[src/rtl/bcd_pkg.sv]
// ============================================================================
//  Module : bcd_pkg
//  Brief  : Shared types and constants for the binary-to-BCD conversion engine.
//  Rev    : 1.0  initial release
// ============================================================================
`default_nettype none

package bcd_pkg;

  // Width of one BCD digit.
  localparam int c_digit_w = 4;

  // Conversion engine states.
  typedef enum logic [1:0] {
    IDLE  = 2'd0,
    SHIFT = 2'd1,
    DONE  = 2'd2
  } state_t;

  // Minimum digit count able to hold 2^nbin-1, i.e. ceil(nbin*log10(2)).
  // log10(2) is approximated as 0.30103, exact for any practical width.
  function automatic int min_bcd_digits(input int nbin);
    return (nbin * 30103 + 99999) / 100000;
  endfunction

endpackage

`default_nettype wire

[src/rtl/bcd_dabble_step.sv]
// ============================================================================
//  Module : bcd_dabble_step
//  Brief  : One double-dabble step: add 3 to every digit >= 5, then shift the
//           whole BCD vector left by one with a new bit entering at bit 0.
//  Rev    : 1.0  initial release
// ============================================================================
`default_nettype none

module bcd_dabble_step
  import bcd_pkg::*;
#(
  parameter int NUMBCDS = 5
) (
  input  logic [NUMBCDS*c_digit_w-1:0] i_bcd,
  input  logic                         i_shift_in,
  output logic [NUMBCDS*c_digit_w-1:0] o_bcd
);

  localparam int c_bcd_w = NUMBCDS * c_digit_w;

  logic [c_bcd_w-1:0] w_adj;

  // Per-digit adjust; a digit of at most 9 plus 3 stays within 4 bits.
  for (genvar k = 0; k < NUMBCDS; k++) begin : g_digit
    logic [c_digit_w-1:0] w_d;
    assign w_d = i_bcd[k*c_digit_w +: c_digit_w];
    assign w_adj[k*c_digit_w +: c_digit_w] = (w_d >= 4'd5) ? (w_d + 4'd3) : w_d;
  end

  // Shift after adjust; the top bit falls off (truncation when undersized).
  assign o_bcd = {w_adj[c_bcd_w-2:0], i_shift_in};

endmodule

`default_nettype wire

[src/rtl/bcd_conv_sched.sv]
// ============================================================================
//  Module : bcd_conv_sched
//  Brief  : Shared sequential binary-to-BCD converter with a two-requester
//           round-robin front end; one double-dabble step per clock.
//  Rev    : 1.0  initial release
// ============================================================================
`default_nettype none

module bcd_conv_sched
  import bcd_pkg::*;
#(
  parameter int NUMBIN  = 16,
  parameter int NUMBCDS = 5
) (
  input  logic                         clock,
  input  logic                         reset,
  input  logic                         req0_valid,
  input  logic [NUMBIN-1:0]            req0_bin,
  output logic                         req0_ready,
  input  logic                         req1_valid,
  input  logic [NUMBIN-1:0]            req1_bin,
  output logic                         req1_ready,
  output logic                         out_valid,
  output logic [NUMBCDS*c_digit_w-1:0] out_bcd,
  output logic                         out_id,
  input  logic                         out_ready,
  output logic                         busy
);

  localparam int c_bcd_w = NUMBCDS * c_digit_w;
  localparam int c_cnt_w = $clog2(NUMBIN + 1);

  // Undersized digit count is legal but drops upper digits; flag it at build.
  if (NUMBCDS < min_bcd_digits(NUMBIN)) begin : g_undersized
    $warning("bcd_conv_sched: NUMBCDS too small for NUMBIN, upper digits truncate");
  end

  state_t               r_state;
  state_t               w_next;
  logic                 r_last_grant;
  logic                 r_id;
  logic [c_cnt_w-1:0]   r_cnt;
  logic [NUMBIN-1:0]    r_bin;
  logic [c_bcd_w-1:0]   r_bcd;
  logic [c_bcd_w-1:0]   w_step;
  logic                 w_grant;
  logic                 w_accept;

  // Round-robin: a lone requester wins; on a tie the one not served last wins.
  assign w_grant = (req0_valid && req1_valid) ? ~r_last_grant : req1_valid;

  bcd_dabble_step #(
    .NUMBCDS (NUMBCDS)
  ) u_step (
    .i_bcd      (r_bcd),
    .i_shift_in (r_bin[NUMBIN-1]),
    .o_bcd      (w_step)
  );

  // State register.
  always_ff @(posedge clock) begin
    if (reset) begin
      r_state <= IDLE;
    end else begin
      r_state <= w_next;
    end
  end

  // Next state and handshake outputs; everything is forced quiet during reset.
  always_comb begin
    w_next     = r_state;
    req0_ready = 1'b0;
    req1_ready = 1'b0;
    out_valid  = 1'b0;
    busy       = 1'b0;
    w_accept   = 1'b0;
    case (r_state)
      IDLE: begin
        req0_ready = !reset && !w_grant;
        req1_ready = !reset && w_grant;
        w_accept   = (req0_valid && req0_ready) || (req1_valid && req1_ready);
        if (w_accept) begin
          w_next = SHIFT;
        end
      end
      SHIFT: begin
        busy = !reset;
        if (r_cnt == c_cnt_w'(1)) begin
          w_next = DONE;
        end
      end
      DONE: begin
        busy      = !reset;
        out_valid = !reset;
        if (out_ready) begin
          w_next = IDLE;
        end
      end
      default: begin
        w_next = IDLE;
      end
    endcase
  end

  // Datapath: capture on accept, then one adjust-and-shift step per SHIFT cycle.
  always_ff @(posedge clock) begin
    if (reset) begin
      r_last_grant <= 1'b1;
      r_id         <= 1'b0;
      r_cnt        <= '0;
      r_bin        <= '0;
      r_bcd        <= '0;
    end else if (w_accept) begin
      r_bin        <= w_grant ? req1_bin : req0_bin;
      r_bcd        <= '0;
      r_cnt        <= c_cnt_w'(NUMBIN);
      r_id         <= w_grant;
      r_last_grant <= w_grant;
    end else if (r_state == SHIFT) begin
      r_bcd        <= w_step;
      r_bin        <= r_bin << 1;
      r_cnt        <= r_cnt - 1'b1;
    end
  end

  // Result registers hold untouched through DONE, so they feed the outputs directly.
  assign out_bcd = reset ? '0 : r_bcd;
  assign out_id  = reset ? 1'b0 : r_id;

endmodule

`default_nettype wire

[config.mk]
export PLATFORM = sky130hd
export DESIGN_NAME = bcd_conv_sched
export DESIGN_NICKNAME = d
export VERILOG_FILES = /design/src/rtl/bcd_pkg.sv /design/src/rtl/bcd_dabble_step.sv /design/src/rtl/bcd_conv_sched.sv
export SDC_FILE = /design/constraint.sdc
export NUM_CORES = 1
export LEC_CHECK = 0
export ABC_AREA = 1
export BUFFER_PORTS_ARGS = -buffer_cell sky130_fd_sc_hd__buf_2
export CORE_MARGIN = 1
export CORE_UTILIZATION = 40
export CTS_CLUSTER_SIZE = 8
export DETAILED_ROUTE_END_ITERATION = 8
export PLACE_DENSITY = 0.66
export SKIP_LAST_GASP = 1
export SLEW_MARGIN = 20
export SYNTH_ARGS = -nofsm -noshare
export SYNTH_HDL_FRONTEND = slang
export SYNTH_SLANG_ARGS = --single-unit
[constraint.sdc]
create_clock -name clock -period 2.7 [get_ports clock]
set_input_delay 0.27 -clock clock [delete_from_list [all_inputs] [get_ports clock]]
set_output_delay 0.27 -clock clock [all_outputs]
set_load 0.005 [all_outputs]
==> results.py <==
metrics = {
    "outcome": {
        "status": "finished, final reports clean",
    },
    "worst_hold_path": {
        "worst_hold_path_type": "in2reg",
    },
    "global_routing": {
        "grt_pass1_vias": 2622,
        "grt_antenna_before_repair": 0,
        "grt_usage": 0.180,
        "grt_start_max_net_pins": 28,
        "grt_first_pass_wirelength_um": 11200,
        "grt_overflow": 0,
    },
    "synth": {
        "yosysSeqAreaShare": 0.307,
        "synthDominantCellAreaShare": 0.307,
        "dominantRegCellSynth": "sky130_fd_sc_hd__dfxtp_1",
        "edff_count_synth": 0,
        "synth-async-reset-ratio": 0,
        "post-synth-top-count-cell": "sky130_fd_sc_hd__nand2_1",
        "synthesis.yosys.warnings": 0,
        "yosysTopAreaCell": "sky130_fd_sc_hd__dfxtp_1",
        "ys_types": 24,
        "mappedNetlistNets": 527,
        "post_synth.cell_area_avg_um2": 6.19,
        "synth_cells": 474,
        "post_synth_main_area_contributors": "sky130_fd_sc_hd__dfxtp_1 (31%), sky130_fd_sc_hd__nand2_1 (17%), sky130_fd_sc_hd__inv_1 (11%)",
        "ys_seq_elements": 45,
        "synth_area_mm2": 0.00294,
        "ys_top_cells_by_count": "sky130_fd_sc_hd__nand2_1 (131), sky130_fd_sc_hd__inv_1 (83), sky130_fd_sc_hd__nor2_1 (50), sky130_fd_sc_hd__dfxtp_1 (45), sky130_fd_sc_hd__nand3_1 (34)",
    },
    "clock_tree": {
        "clock_latency_ps": 310,
        "cts.hold.buffers_added": 0,
        "cts.reportedPaths.clkPinSlew_ps": 90,
        "cts_max_path_bufs": 2,
        "clk_root_buffer_cell": "sky130_fd_sc_hd__clkbuf_8",
        "tritoncts_clock_tree": "done",
        "cts_inserted_buffers": 5,
        "cts_setup_buffers": 0,
        "cts_repair_resize_count": 0,
        "cts_max_level": 2,
        "clkSinkCount": 45,
    },
    "power_and_ir_drop": {
        "design_power_total_mw": 2.78,
        "power.density_mw_per_mm2": 819,
        "leakage_nw": 1.82,
        "vdd_ir_drop_max_uv": 296,
    },
    "worst_setup_path": {
        "start_kind": "flip-flop",
        "crit_type": "reg2out",
        "worst_path_max_delay_cell": "sky130_fd_sc_hd__dfxtp_1",
        "critical_path.max_fanout": 18,
        "ordered_list_of_cells_on_the_worst_path": "nand2_2 > nand2_2 > inv_1 > nor3_1 > buf_2",
        "critPathArrivalTime_ps": 1750,
        "timing.critical_path.to_type": "output port",
        "most_frequent_cell_on_the_critical_path": "sky130_fd_sc_hd__nand2_2",
        "critical_path_max_stage_delay_ps": 370,
        "crit_required_ps": 2430,
    },
    "timing": {
        "worst_hold_slack_ps": 240,
        "report.final.setup_viol": 0,
        "max_slew.worst_pin.slew_ps": 511,
        "finalMaxSlewViolations": 0,
        "fin_crit_sh": 0.747,
        "slew_headroom": 0.659,
        "hold_viol": 0,
        "finalSetupTns_ps": 0,
        "min_tclk_post_route_ps": 2020,
        "rsz0062_at_grt": "false",
        "skew_ps": 6.78,
        "fmax_mhz": 496,
    },
    "routing": {
        "detailedRoute.firstIterationViolations": 81,
        "drt_first_pass_iters": 5,
        "post-route-drc-count": 0,
        "routedWlPerCell_um": 10.3,
        "wl_met3_um": 150,
        "detail-route-antenna-nets": 0,
        "routed-wl-met2_um": 3050,
        "vias_per_cell": 4.59,
        "top_layer": "met4",
        "m1WireLength_um": 3150,
        "finalWirelength_um": 6450,
        "total_number_of_vias": 2861,
    },
    "placement": {
        "port-buffer-count": 61,
        "routabilityCongestion": 0.770,
        "postPlaceCellArea_mm2": 0.00326,
        "dp_hpwl_um": 4680,
    },
    "layout": {
        "final_nets": 579,
        "num_antenna_cells": 0,
        "layout-area-overhead-vs-synth_pct": 15.7,
        "drive_gt1_frac": 0.176,
        "final_design_area_no_fill_mm2": 0.00340,
        "layout.core_utilization": 0.489,
    },
    "floorplan": {
        "dieHeight_um": 87.7,
        "die-width_um": 87.7,
        "core_region_area_mm2": 0.00694,
        "std_cell_rows": 30,
        "ios": 62,
        "die_area_mm2": 0.00769,
        "floorplan.initialDensity": 0.423,
    },
    "run": {
        "max_cap_violations": 0,
    },
}
==> state kept, by name, summed over array words and instances (netlist names) <==
name	flops
r_bcd	20
r_bin	16
r_state	2
r_cnt	5
r_last_grant	1
r_id	1
==> cell type report <==
| class | count | area, um2 |
|---|---|---|
| Inverter | 85 | 319 |
| Fill cell | 736 | 3550 |
| Tap cell | 96 | 120 |
| Sequential cell | 45 | 901 |
| Clock inverter | 3 | 68.8 |
| Multi-Input combinational cell | 323 | 1580 |
| Clock buffer | 5 | 68.8 |
| Timing Repair Buffer | 66 | 343 |
==> routing by layer <==
| layer | global-route usage | vias up |
|---|---|---|
| met5 | 0 | - |
| met4 | 0.0492 | 0 |
| met3 | 0.0330 | 8 |
| met2 | 0.314 | 41 |
| met1 | 0.229 | 1263 |
| li1 | - | 1549 |
==> metrics by stage <==
| stage | std cells | setup slack [ps] |
|---|---|---|
| after floorplan | 474 | 1260 |
| after global placement | 615 | 907 |
| after detailed placement | 615 | 821 |
| after CTS | 623 | 636 |
| after global routing | 623 | 472 |
| final | 623 | 684 |
==> cell families after synthesis <==
logic type,count (synthesis),synth area share
adders and majority gates,16,0.0682
buffers and inverters,106,0.156
xor gates and xnor gates,2,0.00597
AOI/OAI and AO/OA,63,0.112
and+or+nand+nor,242,0.351
DFF,45,0.307
==> power by group <==
part	internal, mW	switching (mW)	total, mW
Clock	0.373	0.252	0.625
Sequential	0.865	0.116	0.981
Combinational	0.436	0.739	1.17
==> cells in the final DEF (no fill, tap or decap) <==
cell	count
sky130_fd_sc_hd__a21oi_1	24
sky130_fd_sc_hd__nand2_1	131
sky130_fd_sc_hd__xor2_1	2
sky130_fd_sc_hd__buf_2	61
sky130_fd_sc_hd__nor3_1	1
sky130_fd_sc_hd__dfxtp_1	45
sky130_fd_sc_hd__nand3_1	34
sky130_fd_sc_hd__bufinv_16	2
sky130_fd_sc_hd__nor2_1	50
sky130_fd_sc_hd__o211ai_1	5
sky130_fd_sc_hd__nor2_2	10
sky130_fd_sc_hd__inv_6	1
sky130_fd_sc_hd__nand2_2	4
sky130_fd_sc_hd__inv_1	83
sky130_fd_sc_hd__o21ai_1	10
sky130_fd_sc_hd__ha_1	16
sky130_fd_sc_hd__clkbuf_8	5
sky130_fd_sc_hd__buf_4	5
sky130_fd_sc_hd__nand3_2	1
sky130_fd_sc_hd__nand4_1	2
sky130_fd_sc_hd__or2_2	2
sky130_fd_sc_hd__inv_2	2
sky130_fd_sc_hd__nand3b_1	7
sky130_fd_sc_hd__o21ai_0	24
==> path summary, 6_finish.rpt <==
path | startpoint | end | slack [ps] | depth (start not counted)
setup / recovery | r_last_grant | req0_ready | 680 | 5
hold / removal | req0_bin[7] | r_bin[7] | 240 | 3
setup reg to reg | r_state[1] | r_bcd[3] | 920 | 7
hold reg to reg | r_id | r_id | 470 | 2
==> worst max-delay path: cells and delay by family, from the launching register on <==
family,cells,cell delay [ps]
buffers and inverters,2,410
AND/OR/NAND/NOR,3,660
flip-flops,1,370
No activity file was read; power rests on OpenSTA's default activity.
